`src/rtl/picosoc_iobus_pkg.sv`:
```
// Shared definitions for the picosoc iomem bus fabric.
//   iobus_state_t           - transaction FSM states (IDLE/REQ/ERR/RESP)
//   IOBUS_ERR_RDATA_DEFAULT - default read data returned on error responses
//   iobus_clog2()           - ceil(log2(n)) with a floor of 1, for index/counter widths
package picosoc_iobus_pkg;

    typedef enum logic [1:0] {
        ST_IDLE = 2'd0,
        ST_REQ  = 2'd1,
        ST_ERR  = 2'd2,
        ST_RESP = 2'd3
    } iobus_state_t;

    localparam logic [31:0] IOBUS_ERR_RDATA_DEFAULT = 32'hBADB_AD00;

    // Smallest w with 2**w >= n, but never less than 1 so that
    // single-entry selectors and counters still get a real bit.
    function automatic int unsigned iobus_clog2(input int unsigned n);
        int unsigned w;
        w = 0;
        for (int unsigned i = 0; i < 32; i++) begin
            if ((32'd1 << i) < n) begin
                w = i + 1;
            end
        end
        return (w == 0) ? 1 : w;
    endfunction

endpackage

```
`src/rtl/picosoc_iobus_timer.sv`:
```
// Bus timeout counter for picosoc_iobus.
//   clk, reset : clock, asynchronous active-high reset
//   clr        : synchronous clear (takes priority over en)
//   en         : count one cycle
//   done       : count has reached TIMEOUT_CYCLES; never set when TIMEOUT_CYCLES == 0
module picosoc_iobus_timer
    import picosoc_iobus_pkg::*;
#(
    parameter int unsigned TIMEOUT_CYCLES = 255
) (
    input  logic clk,
    input  logic reset,
    input  logic clr,
    input  logic en,
    output logic done
);

    localparam int unsigned CNT_W = iobus_clog2(TIMEOUT_CYCLES + 1);

    logic [CNT_W-1:0] count;

    always_ff @(posedge clk or posedge reset) begin
        if (reset) begin
            count <= '0;
        end else if (clr) begin
            count <= '0;
        end else if (en) begin
            count <= count + CNT_W'(1);
        end
    end

    assign done = (TIMEOUT_CYCLES != 0) && (count == CNT_W'(TIMEOUT_CYCLES));

endmodule

```
`src/rtl/picosoc_iobus.sv`:
```
// iomem bus fabric between the CPU iomem_* port and NUM_SLAVES peripherals.
// One address region starting at BASE_ADDR is split into equal windows of
// 2**SLAVE_ADDR_W bytes; each accepted request is registered and forwarded to
// one slave. Unpopulated windows and slaves that stay silent for
// TIMEOUT_CYCLES get an error response carrying ERR_RDATA.
//
// Ports:
//   clk, reset             clock, asynchronous active-high reset
//   m_valid/m_ready        master request (held until m_ready) / one-cycle response strobe
//   m_wstrb/m_addr/m_wdata master request; m_wstrb == 0 is a read
//   m_rdata                response data, held until the next response
//   s_valid[N]             one-hot slave request
//   s_ready[N]             per-slave ready
//   s_wstrb/s_addr/s_wdata registered request, shared by all slaves
//   s_rdata[32*N]          slave i read data at [32*i +: 32]
//   err_pending/err_addr   sticky error flag / address of first unlogged error
//   err_clr                clears err_pending
//
// Build option: define PICOSOC_IOBUS_ERRLOG_EN to enable the error log;
// otherwise err_pending/err_addr are tied to 0 and err_clr is ignored.
module picosoc_iobus
    import picosoc_iobus_pkg::*;
#(
    parameter int unsigned NUM_SLAVES     = 4,
    parameter int unsigned SLAVE_ADDR_W   = 8,
    parameter logic [31:0] BASE_ADDR      = 32'h0300_0000,
    parameter int unsigned TIMEOUT_CYCLES = 255,
    parameter logic [31:0] ERR_RDATA      = IOBUS_ERR_RDATA_DEFAULT
) (
    input  logic                     clk,
    input  logic                     reset,
    input  logic                     m_valid,
    output logic                     m_ready,
    input  logic [3:0]               m_wstrb,
    input  logic [31:0]              m_addr,
    input  logic [31:0]              m_wdata,
    output logic [31:0]              m_rdata,
    output logic [NUM_SLAVES-1:0]    s_valid,
    input  logic [NUM_SLAVES-1:0]    s_ready,
    output logic [3:0]               s_wstrb,
    output logic [31:0]              s_addr,
    output logic [31:0]              s_wdata,
    input  logic [32*NUM_SLAVES-1:0] s_rdata,
    output logic                     err_pending,
    output logic [31:0]              err_addr,
    input  logic                     err_clr
);

    localparam int unsigned IDX_W   = iobus_clog2(NUM_SLAVES);
    localparam int unsigned TAG_LSB = SLAVE_ADDR_W + IDX_W;

    iobus_state_t          state;
    logic [IDX_W-1:0]      idx;
    logic [IDX_W-1:0]      idx_q;
    logic                  hit;
    logic                  idx_ok;
    logic [NUM_SLAVES-1:0] onehot;
    logic                  sel_ready;
    logic [31:0]           sel_rdata;
    logic [31:0]           rdata_q;
    logic                  tmr_done;

    assign hit    = (m_addr[31:TAG_LSB] == BASE_ADDR[31:TAG_LSB]);
    assign idx    = m_addr[SLAVE_ADDR_W +: IDX_W];
    assign idx_ok = ({1'b0, idx} < (IDX_W + 1)'(NUM_SLAVES));

    // Request decode uses the live address; response select uses the
    // captured index so the master may change m_addr after acceptance.
    always_comb begin
        onehot    = '0;
        sel_ready = 1'b0;
        sel_rdata = '0;
        for (int unsigned i = 0; i < NUM_SLAVES; i++) begin
            onehot[i] = (idx == IDX_W'(i));
            if (idx_q == IDX_W'(i)) begin
                sel_ready = s_ready[i];
                sel_rdata = s_rdata[32*i +: 32];
            end
        end
    end

    picosoc_iobus_timer #(
        .TIMEOUT_CYCLES(TIMEOUT_CYCLES)
    ) u_timer (
        .clk  (clk),
        .reset(reset),
        .clr  (state == ST_RESP),
        .en   (state == ST_REQ),
        .done (tmr_done)
    );

    always_ff @(posedge clk or posedge reset) begin
        if (reset) begin
            state   <= ST_IDLE;
            m_ready <= 1'b0;
            m_rdata <= '0;
            s_valid <= '0;
            s_wstrb <= '0;
            s_addr  <= '0;
            s_wdata <= '0;
            idx_q   <= '0;
            rdata_q <= '0;
        end else begin
            m_ready <= 1'b0;
            case (state)
                ST_IDLE: begin
                    // m_ready high means the master has not yet seen the
                    // response and its m_valid still belongs to the old request.
                    if (m_valid && hit && !m_ready) begin
                        s_addr  <= m_addr;
                        s_wdata <= m_wdata;
                        s_wstrb <= m_wstrb;
                        idx_q   <= idx;
                        if (idx_ok) begin
                            s_valid <= onehot;
                            state   <= ST_REQ;
                        end else begin
                            state   <= ST_ERR;
                        end
                    end
                end
                ST_REQ: begin
                    if (sel_ready) begin
                        rdata_q <= (s_wstrb != 4'd0) ? 32'd0 : sel_rdata;
                        s_valid <= '0;
                        state   <= ST_RESP;
                    end else if (tmr_done) begin
                        s_valid <= '0;
                        state   <= ST_ERR;
                    end
                end
                ST_ERR: begin
                    rdata_q <= ERR_RDATA;
                    state   <= ST_RESP;
                end
                ST_RESP: begin
                    m_ready <= 1'b1;
                    m_rdata <= rdata_q;
                    state   <= ST_IDLE;
                end
                default: begin
                    state <= ST_IDLE;
                end
            endcase
        end
    end

`ifdef PICOSOC_IOBUS_ERRLOG_EN
    // The ERR state is visited exactly once per error, so it is the log event.
    always_ff @(posedge clk or posedge reset) begin
        if (reset) begin
            err_pending <= 1'b0;
            err_addr    <= '0;
        end else if (state == ST_ERR) begin
            err_pending <= 1'b1;
            if (!err_pending) begin
                err_addr <= s_addr;
            end
        end else if (err_clr) begin
            err_pending <= 1'b0;
        end
    end
`else
    logic unused_err_clr;
    assign unused_err_clr = err_clr;
    assign err_pending    = 1'b0;
    assign err_addr       = '0;
`endif

endmodule

```
`config.mk`:
```
export PLATFORM = sky130hd
export DESIGN_NAME = picosoc_iobus
export DESIGN_NICKNAME = d
export VERILOG_FILES = /design/src/rtl/picosoc_iobus_pkg.sv /design/src/rtl/picosoc_iobus_timer.sv /design/src/rtl/picosoc_iobus.sv
export SDC_FILE = /design/constraint.sdc
export NUM_CORES = 1
export LEC_CHECK = 0
export CAP_MARGIN = 15
export CORE_MARGIN = 4
export CORE_UTILIZATION = 42
export CTS_BUF_LIST = sky130_fd_sc_hd__clkbuf_4
export DETAILED_ROUTE_END_ITERATION = 16
export PLACE_DENSITY = 0.84
export SETUP_SLACK_MARGIN = 0.05
export SYNTH_ARGS = -nofsm -noshare
export SYNTH_HDL_FRONTEND = slang
export SYNTH_SLANG_ARGS = --single-unit
```
`constraint.sdc`:
```
create_clock -name clk -period 6.45 [get_ports clk]
set_input_delay 0.9675 -clock clk [delete_from_list [all_inputs] [get_ports clk]]
set_output_delay 0.9675 -clock clk [all_outputs]
set_load 0.01 [all_outputs]
```
==> flow_metrics.tcl, run 1 <==
set metrics [dict create \
    netlist_instances 515 \
    end_kind "primary output" \
    clkPwrFrac_pct 20.4 \
    drt.antenna.violating_nets 0 \
    power_frac_comb_pct 33.3 \
    criticalPathCategory "register to primary output" \
    async_reset_ff_share_pct 100 \
    r2r-start "s_addr[9]$_DFFE_PP0P_" \
    final-max-slew-violation-count 0 \
    cts_buffers 17 \
    rsz0062_at_grt "false" \
    syn_avg_cell_area_sq_um 13.1 \
    gp_congestion 0.772 \
    ys_types 41 \
    power.leakage_nw 4.37 \
    hp-class "register to register" \
    powerDensity_nw_per_um2 250 \
    wl_per_cell_microns 17.3 \
    cts_tree "done" \
    slowest_delay_ns 0.65 \
    viasPerCell 4.88 \
    area_delta_synth_final_pct 50.4 \
    r2r_slack_ns 3.91 \
    nFillCells 1204 \
    port_buffers 307 \
    synth_top_area_share_pct 54.4 \
    synth.cell_area_sq_um 6760 \
    setup_tns_ns 0 \
    arrival_ns 2.21 \
    start_util_pct 42.7 \
    worstMarginPinSlew_ns 1.02 \
    die_h_microns 135 \
    max_freq_mhz 315 \
    startpoint_type "register" \
    cts.sink_count 147 \
    grt_overflow 0 \
    fin_crit_ns 3.18 \
    synth_warnings 0 \
    max-slew-margin-rel_pct 31.8 \
    place_ws_ns 3.26 \
    grt_pass1_vias 5287 \
    track_usage_pct 19.7 \
    htree_levels 4 \
    vias 5106 \
    postCtsHoldBufs 0 \
    ys.flop_type "dfrtp_1" \
    p_seq_share_pct 46.4 \
    sw_frac_of_total_pct 32.3 \
    synth_area_leaders "dfrtp_1 54%, mux2_2 13%, mux4_2 11%" \
    clockBufferDepth 2 \
    final_cell_mix "307 x clkdlybuf4s50_1, 145 x dfrtp_1, 79 x mux2_2" \
    routed_wl_microns 18100 \
    power_switching_mw 0.821 \
    first_pass_iters 4 \
    ctsResizeCount 0 \
    synth_top_cell_by_area "dfrtp_1" \
    core_area_sq_um 15800 \
    ir_worst_vdd_mv 0.190 \
    grt_first_pass_wirelength_microns 27800 \
    timing.rr.end "rdata_q[9]$_DFFE_PP0P_" \
    placed_cell_area_sq_um 9910 \
    fin_crit_sh_pct 49.3 \
    finalHoldViolations 0 \
    fin_area_sq_um 10200 \
    rows 46 \
    synth_edf_count 0 \
    path_cells "buf_4 > clkdlybuf4s50_1" \
    setup_ws_ns 3.27 \
    io_pins 342 \
    grt_max_degree 107 \
    layout_commonest_cell "clkdlybuf4s50_1" \
    crit_path_top_delay_cell "clkdlybuf4s50_1" \
    crit_start "s_addr[8]$_DFFE_PP0P_" \
    drc 0 \
    post-dp-hpwl_microns 13700 \
    synth_seq_cells 147 \
    post_cts_buffers 0 \
    fin_nets 1026 \
    cts_root_buffer "clkbuf_4" \
    skew_ns 0.0201 \
    p_int_mw 1.72 \
    status "finished clean" \
    dieArea_sq_um 18200 \
    drive_gt1_share_pct 19.1 \
    clkTransAtPathRegs_ns 0.11 \
    ff2ff_path_depth 4 \
    clk_latency_ns 0.52 \
    die_x_microns 135 \
    crit_path_max_fanout 30 \
    setup_violations 0 \
    crit_end "s_addr[8]" \
    antenna_found_initial 1 \
    critPathRequiredTime_ns 5.48 \
    drv_cap 0 \
    finalPower_mw 2.54 \
    yosysSeqAreaShare_pct 54.4 \
    drt_iter0_drc 258 \
]
## registers in the layout (all words and copies together) (netlist names)
name,flops
state,2
s_addr,32
s_wdata,32
m_rdata,32
s_valid,4
s_wstrb,4
u_timer.count,8
m_ready,1
rdata_q,32
## critical path: cells and delay by family, from the launching register on
kind	cells	cell delay [ns]
flops	1	0.51
buf+inv	2	1.17
## power by group through the flow
stage / registers (mW) / clock network, mW / logic [mW]
final: 1.18 / 0.518 / 0.846
after global routing: 1.20 / 0.576 / 0.930
after CTS: 1.18 / 0.541 / 0.861
after detailed placement: 1.20 / 0 / 0.858
after global placement: 1.19 / 0 / 0.841
after floorplan: 1.21 / 0 / 0.467
## routing by layer
| metal | up-vias | global-route usage (%) | wire [microns] |
|---|---|---|---|
| li1 | 2364 | - | - |
| met1 | 2493 | 24.0 | 7030 |
| met2 | 211 | 32.7 | 9250 |
| met3 | 38 | 5.25 | 1310 |
| met4 | 0 | 9.28 | 536 |
| met5 | - | 0 | 0 |
## worst min-delay path by stage
| stage | slack, ns | to | from | cells past startpoint |
|---|---|---|---|---|
| floorplan | 0.43 | rdata_q[0]$_DFFE_PP0P_ | rdata_q[0]$_DFFE_PP0P_ | 2 |
| global placement | 0.45 | rdata_q[21]$_DFFE_PP0P_ | rdata_q[21]$_DFFE_PP0P_ | 2 |
| detailed placement | 0.45 | s_addr[24]$_DFFE_PP0P_ | s_addr[24]$_DFFE_PP0P_ | 1 |
| CTS | 0.48 | rdata_q[26]$_DFFE_PP0P_ | rdata_q[26]$_DFFE_PP0P_ | 2 |
| global route | 0.51 | rdata_q[7]$_DFFE_PP0P_ | rdata_q[7]$_DFFE_PP0P_ | 2 |
| finish | 0.48 | rdata_q[18]$_DFFE_PP0P_ | rdata_q[18]$_DFFE_PP0P_ | 2 |
## area by class of cell
class / instances / area [sq um] / area share, %
antenna: 1 / 2.50 / 0.0246
clock buffer: 18 / 135 / 1.33
clock inverter: 14 / 115 / 1.13
inverter: 6 / 27.5 / 0.271
multi-input combinational: 331 / 2820 / 27.7
sequential: 147 / 3680 / 36.2
tap: 216 / 270 / 2.66
timing repair buffer: 313 / 3120 / 30.7
## synth_stat cells (2+ instances only)
cell / n
mux4_2: 33
or3_1: 2
dfrtp_1: 147
inv_1: 6
buf_1: 2
a21oi_1: 19
nand4_1: 5
buf_4: 33
xor2_1: 4
ha_1: 6
nor4_1: 4
buf_2: 7
a31oi_1: 5
o21ai_0: 3
nor2_1: 24
mux2_2: 79
and2_1: 20
o41ai_1: 4
o21a_1: 4
and3_1: 2
clkbuf_1: 19
nand2_1: 52
nand3_1: 16
nand2b_1: 2
## cells by family (layout without fill, tap and decap cells)
family                     after synthesis  count (layout)  share of synthesized area (%)
AOI/OAI and AO/OA                       37              37                           3.55
xor gates and xnor gates                 5               5                          0.648
adders and majority gates                6               6                           1.11
buffers and inverters                   69             351                           5.92
DFF                                    147             147                           54.4
muxes                                  115             115                           24.7
other                                    1              34                         0.0555
and+or+nand+nor                        135             135                           9.66
## per-stage QoR
stage / utilization [%] / std cells / hold slack (ns)
finish: 64.3 / 1046 / 0.480
global route: 64.3 / 1046 / 0.508
CTS: 64.2 / 1044 / 0.483
detailed placement: 62.6 / 1012 / 0.453
global placement: 62.6 / 1012 / 0.445
floorplan: - / 547 / 0.433
Power figures use the tool's default switching activity.
==> inputs of run 2 (changes only) <==
CORE_UTILIZATION = 37   (was 42)
PLACE_DENSITY = 0.78   (was 0.84)
clock period = 2.9 ns   (was 6.45 ns; I/O delays follow)
==> run 2 against run 1 <==
Via count is 1.4% higher. Global-route usage fell by 0.40 points. Cell area up 2.2%. Cell count increased by 2.2%. Clock-buffer cell count is the same. Setup slack got worse by 2.9 ns. Utilization shrank 6.4 points. Register-to-register slack got worse by 3.3 ns. Flip-flop and latch count unchanged. Critical path type unchanged. Largest cell class unchanged. Highest routed layer unchanged.
==> flow_metrics.tcl, run 2 (same netlist as run 1, synthesis figures left out) <==
set metrics [dict create \
    timing.rr.end "state[1]$_DFFE_PP0P_" \
    hp-class "primary input to async pin" \
    drv_cap 0 \
    max_freq_mhz 402 \
    grt_pass1_vias 5551 \
    start_util_pct 37.6 \
    placedCellCount 1036 \
    setup_tns_ns 0 \
    drt.antenna.violating_nets 0 \
    setup_violations 0 \
    vias 5177 \
    drc 0 \
    post_cts_buffers 0 \
    clockBufferDepth 2 \
    layout_commonest_cell "clkdlybuf4s50_1" \
    whs_ns 0.290 \
    fin_crit_ns 2.49 \
    ir_worst_vdd_mv 0.311 \
    p_seq_share_pct 43.3 \
    grt_busiest_layer "met2" \
    power_frac_comb_pct 31.9 \
    power_switching_mw 1.90 \
    placed_cell_area_sq_um 10100 \
    max-slew-margin-rel_pct 53.8 \
    ctsResizeCount 0 \
    worstMarginPinSlew_ns 0.693 \
    use_met3_pct 6.70 \
    drt_iter0_drc 227 \
    port_buffers 307 \
    criticalPathCategory "register to primary output" \
    grt_overflow 0 \
    gp_congestion 0.801 \
    slowest_delay_ns 0.68 \
    ff2ff_path_depth 6 \
    die_h_microns 143 \
    htree_levels 4 \
    finalHoldViolations 0 \
    post-route-util_pct 57.9 \
    startpoint_type "register" \
    routed_wl_microns 19800 \
    final_cell_mix "307 x clkdlybuf4s50_1, 145 x dfrtp_1, 79 x mux2_2" \
    fin_crit_sh_pct 85.8 \
    area_delta_synth_final_pct 53.7 \
    track_usage_pct 19.3 \
    r2r-start "state[1]$_DFFE_PP0P_" \
    clkTransAtPathRegs_ns 0.14 \
    critPathRequiredTime_ns 2.47 \
    fin_nets 1036 \
    use_met2_pct 33.4 \
    sw_frac_of_total_pct 31.5 \
    grt_max_degree 73 \
    finalPower_mw 6.06 \
    rsz0062_at_grt "false" \
    cts_buffers 17 \
    io_pins 342 \
    arrival_ns 2.05 \
    postCtsHoldBufs 0 \
    wl_per_cell_microns 18.5 \
    cts.sink_count 147 \
    core_area_sq_um 18000 \
    viasPerCell 4.84 \
    grt_first_pass_wirelength_microns 30000 \
    nFillCells 1513 \
    die_x_microns 143 \
    clkPwrFrac_pct 24.8 \
    skew_ns 0.0206 \
    antenna_found_initial 1 \
    p_int_mw 4.15 \
    grtUsageMet1_pct 22.7 \
    fin_cells 1069 \
    r2r_slack_ns 0.62 \
    cts_tree "done" \
    post-dp-hpwl_microns 15100 \
    clk_latency_ns 0.57 \
    drive_gt1_share_pct 20.2 \
    crit_path_max_fanout 34 \
    power.leakage_nw 4.47 \
    path_cells "buf_4 > clkdlybuf4s50_1" \
    status "finished clean" \
    setup_ws_ns 0.410 \
    place_ws_ns 0.0902 \
    dieArea_sq_um 20500 \
    crit_path_top_delay_cell "clkdlybuf4s50_1" \
    regArea_sq_um 3680 \
    powerDensity_nw_per_um2 583 \
    fin_area_sq_um 10400 \
    multi_input_area_sq_um 2820 \
    first_pass_iters 4 \
    cts_root_buffer "clkbuf_4" \
    end_kind "primary output" \
    rows 49 \
    final-max-slew-violation-count 0 \
]
-- run 2: layout make-up --
class                           count  share of cell area, %
Sequential cell                   147                   35.4
Timing Repair Buffer              323                   31.2
Multi-Input combinational cell    331                   27.1
Tap cell                          229                   2.76
Clock inverter                     13                   1.90
Clock buffer                       18                   1.30
Inverter                            6                  0.253
Antenna cell                        2                 0.0482
-- run 2: power by group through the flow --
| stage | registers (mW) | logic, mW | clock network, mW |
|---|---|---|---|
| CTS | 2.63 | 1.98 | 1.55 |
| detailed placement | 2.67 | 1.98 | 0 |
| global placement | 2.65 | 1.94 | 0 |
| floorplan | 2.69 | 1.04 | 0 |
| global route | 2.67 | 2.14 | 1.64 |
| finish | 2.62 | 1.93 | 1.50 |
-- run 2: how the worst max path moves through the flow --
stage / startpoint / endpoint / slack (ns) / cells after the start
floorplan: reset / m_rdata[0]$_DFFE_PP0P_ / 0.62 / 1
global placement: m_addr[29] / state[1]$_DFFE_PP0P_ / 0.07 / 7
detailed placement: m_addr[29] / state[1]$_DFFE_PP0P_ / 0.09 / 7
CTS: s_addr[9]$_DFFE_PP0P_ / s_addr[9] / 0.33 / 2
global route: s_addr[9]$_DFFE_PP0P_ / s_addr[9] / 0.26 / 2
finish: s_addr[9]$_DFFE_PP0P_ / s_addr[9] / 0.41 / 2
-- run 2: critical path: cells and delay by family, from the launching register on --
kind / cells / cell delay, ns
flops: 1 / 0.39
buf+inv: 2 / 1.11
-- run 2: metal layers --
layer / vias to the layer above / part of all wire (%)
li1: 2382 / -
met1: 2596 / 38
met2: 172 / 53
met3: 27 / 7.8
met4: 0 / 1.7
met5: - / 0
==> inputs of run 3 (changes only) <==
CTS_BUF_LIST = not set   (was sky130_fd_sc_hd__clkbuf_4)
==> run 3 against run 2 <==
Sequential share of layout area is 0.97 points lower. Global-route usage is 0.13 points higher. First-iteration DRC count is 20% higher. Die area is the same. Largest power group unchanged. Sequential power about the same. Clock skew is 0.0094 ns lower. Combinational power hardly changed. Setup slack improved by 0.15 ns. Critical path depth unchanged. Hold slack improved by 0.17 ns. Utilization up 1.6 points. Cell count is essentially flat.
==> flow_metrics.tcl, run 3 (same netlist as run 1, synthesis figures left out) <==
set metrics [dict create \
    status "finished clean" \
    fin_nets 1036 \
    fin_cells 1068 \
    timing.rr.end "state[1]$_DFFE_PP0P_" \
    post-dp-hpwl_microns 15100 \
    slowest_delay_ns 0.68 \
    rsz0062_at_grt "false" \
    max_freq_mhz 427 \
    placedCellCount 1036 \
    final_cell_mix "307 x clkdlybuf4s50_1, 145 x dfrtp_1, 79 x mux2_2" \
    arrival_ns 1.91 \
    critPathTopFamily "buffers and inverters" \
    startpoint_type "register" \
    cts_tree "done" \
    clockBufferDepth 2 \
    first_pass_iters 5 \
    final-max-slew-violation-count 0 \
    ir_worst_vdd_mv 0.390 \
    wl_per_cell_microns 18.7 \
    finalHoldViolations 0 \
    grt_first_pass_wirelength_microns 30400 \
    htree_levels 4 \
    dieArea_sq_um 20500 \
    critPathRequiredTime_ns 2.47 \
    fin_crit_sh_pct 80.7 \
    io_pins 342 \
    hp-class "primary input to async pin" \
    drc 0 \
    criticalPathCategory "register to primary output" \
    worstMarginPinSlew_ns 0.695 \
    ctsResizeCount 0 \
    track_usage_pct 19.4 \
    powerDensity_nw_per_um2 647 \
    path_cells "buf_4 > clkdlybuf4s50_1" \
    grt_max_degree 73 \
    setup_tns_ns 0 \
    routed_wl_microns 20000 \
    vias 5198 \
    cts_buffers 17 \
    clk_latency_ns 0.42 \
    end_kind "primary output" \
    r2r-start "m_ready$_DFF_PP0_" \
    max-slew-margin-rel_pct 53.0 \
    ff2ff_path_depth 6 \
    core_area_sq_um 18000 \
    post_cts_buffers 0 \
    port_buffers 307 \
    clkTransAtPathRegs_ns 0.06 \
    start_util_pct 37.6 \
    drv_cap 0 \
    layout_commonest_cell "clkdlybuf4s50_1" \
    die_h_microns 143 \
    viasPerCell 4.87 \
    grt_overflow 0 \
    r2r_slack_ns 0.60 \
    power.leakage_nw 4.60 \
    skew_ns 0.0112 \
    area_delta_synth_final_pct 58.0 \
    fin_crit_ns 2.34 \
    cts.sink_count 147 \
    critPathBufInv 2 \
    drt_iter0_drc 272 \
    crit_path_top_delay_cell "clkdlybuf4s50_1" \
    postCtsHoldBufs 0 \
    antenna_found_initial 1 \
    drive_gt1_share_pct 20.0 \
    grt_pass1_vias 5547 \
    rows 49 \
    cts_root_buffer "clkbuf_16" \
    crit_path_max_fanout 34 \
    gp_congestion 0.801 \
    setup_violations 0 \
    die_x_microns 143 \
    drt.antenna.violating_nets 0 \
]
-- run 3: area by class of cell --
class | count | area, sq um
diodes | 1 | 2.50
clock buffers | 18 | 429
clock inverters | 13 | 198
fillers | 1482 | 7280
inverters | 6 | 26.3
multi-input cells | 331 | 2820
flip-flops and latches | 147 | 3680
well taps | 229 | 287
repair buffers | 323 | 3240
-- run 3: layer usage --
metal / global-route usage (%) / wire (microns) / up-vias / share of wire [%]
li1: - / - / 2381 / -
met1: 23.0 / 7660 / 2607 / 38
met2: 33.5 / 10500 / 182 / 52
met3: 6.30 / 1490 / 28 / 7.4
met4: 6.25 / 392 / 0 / 2.0
met5: 0 / 0 / - / 0
-- run 3: through the flow --
| step | utilization [%] | power [mW] | worst slack (ns) | hold WS, ns | instance area [sq um] |
|---|---|---|---|---|---|
| finish | 59.5 | 6.91 | 0.559 | 0.461 | 10700 |
| global route | 59.5 | 7.31 | 0.459 | 0.493 | 10700 |
| CTS | 59.5 | 7.01 | 0.522 | 0.462 | 10700 |
| detailed placement | 56.0 | 4.65 | 0.0902 | 0.451 | 10100 |
| global placement | 56.0 | 4.59 | 0.0747 | 0.446 | 10100 |
| floorplan | - | 3.73 | 0.618 | 0.433 | 6890 |
-- run 3: where the power goes --
| group | internal [mW] | switching, mW | total (mW) |
|---|---|---|---|
| logic | 1.02 | 0.916 | 1.94 |
| registers | 2.43 | 0.198 | 2.63 |
| clock network | 1.45 | 0.890 | 2.34 |
-- run 3: how the worst max path moves through the flow --
stage                                from                endpoint  depth (start not counted)
finish              s_addr[9]$_DFFE_PP0P_               s_addr[9]                          2
global route         state[1]$_DFFE_PP0P_    state[1]$_DFFE_PP0P_                          6
CTS                            m_addr[29]    state[1]$_DFFE_PP0P_                          7
detailed placement             m_addr[29]    state[1]$_DFFE_PP0P_                          7
global placement               m_addr[29]    state[1]$_DFFE_PP0P_                          7
floorplan                           reset  m_rdata[0]$_DFFE_PP0P_                          1
==> RTL edit (flow settings as in run 3) <==
The parameter `SLAVE_ADDR_W` goes from 8 to 7.
--- a/src/rtl/picosoc_iobus.sv
+++ b/src/rtl/picosoc_iobus.sv
@@ -24,3 +24,3 @@
     parameter int unsigned NUM_SLAVES     = 4,
-    parameter int unsigned SLAVE_ADDR_W   = 8,
+    parameter int unsigned SLAVE_ADDR_W   = 7,
     parameter logic [31:0] BASE_ADDR      = 32'h0300_0000,
Behaviour: not the same (Yosys sat finds a counterexample within 4 cycles, from zero or initial values and one cycle with reset high).
==> RTL edit against run 3 <==
Core utilization down 0.30 points; first-iteration DRC count down 44%; cell area down 0.84%; wire length down 8.0%; synthesized area down 0.46%; clock power down 6%; global-route usage down 1.6 points; worst setup slack better by 0.14 ns; sequential cell count unchanged; clock skew down 0.0013 ns; combinational power up 12%; power up 2.8%; critical endpoint is now s_wdata[1]$_DFFE_PP0P_; largest power group unchanged.
==> RTL edit: results (changes against run 3) <==
- The flow ran to the end, and the final reports show no timing, DRC or antenna violations.
- The fraction of the yosys area taken by sequential cells is 0.546 (+0.00253).
- The non-clock buffering overhead in the final layout is 0.302 (-0.00143).
- The worst clock skew on the final layout is 0.00992 ns (-0.00126 ns).
- The largest individual stage delay along the critical path comes from the cell sky130_fd_sc_hd__or3_2.
- The routed length per placed instance is 17.2 um (-8.1%).
- The synthesized area per cell is 12.9 um2 (-1.6%).
- The HPWL after detailed placement is 13900 um (-7.9%).
- The first-pass GRT wire length is 27900 um (-8.0%).
- The gate count after technology mapping is 521 (+1.2%).
- The final weighted congestion in routability-driven placement was 0.745 (-7.0%).
- The largest fanout on the critical path is 54 (+59%).
- The layout cell share with drive strength beyond 1 is 0.195 (-0.00501).
- The final-layout fill cell count was 1470 (-0.81%).
- The worst slew slack as a fraction of its limit came to 0.506 (-0.0243).
- The violation count after the first detailed-route iteration was 152 (-44%).
- The worst register-to-register path ends at s_wdata[1]$_DFFE_PP0P_.
- The startpoint of the worst register-to-register path is state[0]$_DFFE_PP0P_.
- The number of distinct standard cells referenced by the synthesized netlist came to 35 (-15%).
- The reg-to-reg setup timing slack is 0.77 ns (+0.17 ns).
- The type of the most critical hold path is reg -> reg.
- The number of global-route vias before repair is 5266 (-5.1%).
- Broken down by cell family, the worst path's largest delay share belongs to simple AND/OR/NAND/NOR gates.
- The count of multi-input gates is 337 (+1.8%).
- The setup slack at placement is 0.231 ns (+0.141 ns).
- The clock-cell share of area came to 0.0582 (-0.000446).
- The kind of end point of the critical path is a register.
- The total of plain and repair buffers excluding clock buffers is 319 (-1.2%).
- The largest incremental delay on the critical path was 0.61 ns (-0.07 ns).
- The total detailed-routing wirelength is 18400 um (-8.0%).
- The inverter count of the layout excluding clock inverters is 4 (-2).
- The final design area excluding fillers is 10600 um2 (-0.84%).
- The proportion of cell area occupied by registers is 0.347 (+0.00293).
- The critical path data arrival time was 2.50 ns (+0.59 ns).
- The largest vdd supply drop is 0.449 mV (+15%).
- The post-detailed-route via-to-cell ratio came to 4.78 (-1.7%).
- The clock latency at the later pin of the worst-skew pair is 0.42 ns (about the same).
- By area the synthesized netlist is led by sky130_fd_sc_hd__dfrtp_1 (55%), sky130_fd_sc_hd__mux2_2 (13%), sky130_fd_sc_hd__mux4_2 (11%), sky130_fd_sc_hd__buf_4 (3.7%), sky130_fd_sc_hd__nand2_1 (3.1%).
- The number of iterations in the first detailed-routing pass is 4 (-1).
- The all-layer global routing usage is 0.178 (-0.0158).
- The most critical setup path has its startpoint at m_addr[11].
- The cell area reported after detailed placement is 9970 um2 (-0.80%).
- The multi-input combinational area share was 0.263 (-0.000592).
- The largest net degree at the start of global routing came to 77 (+5.5%).
- By count the netlist is led by sky130_fd_sc_hd__dfrtp_1 (147), sky130_fd_sc_hd__mux2_2 (79), sky130_fd_sc_hd__nand2_1 (56).
-- RTL edit: cell families (layout without fill, tap and decap cells) --
logic type | after synthesis | after routing | synth area share
flops | 147 | 147 | 0.546
buf+inv | 69 | 355 | 0.0593
xor+xnor | 5 | 5 | 0.00651
simple gates | 152 | 152 | 0.109
fa+ha+maj | 6 | 6 | 0.0112
compound gates | 27 | 27 | 0.0216
mux | 114 | 114 | 0.246
other cells | 1 | 34 | 0.000557
-- RTL edit: power breakdown --
group          total, mW  internal (mW)  switching [mW]
clock network       2.19           1.17            1.02
logic               2.17           1.16            1.01
registers           2.74           2.51           0.231
-- RTL edit: metal layers --
metal | part of all wire | GRT usage | vias to the layer above
met4 | 0.017 | 0.0560 | 0
met3 | 0.097 | 0.0646 | 17
met2 | 0.49 | 0.298 | 239
met1 | 0.39 | 0.216 | 2475
li1 | - | - | 2382
met5 | 0 | 0 | -
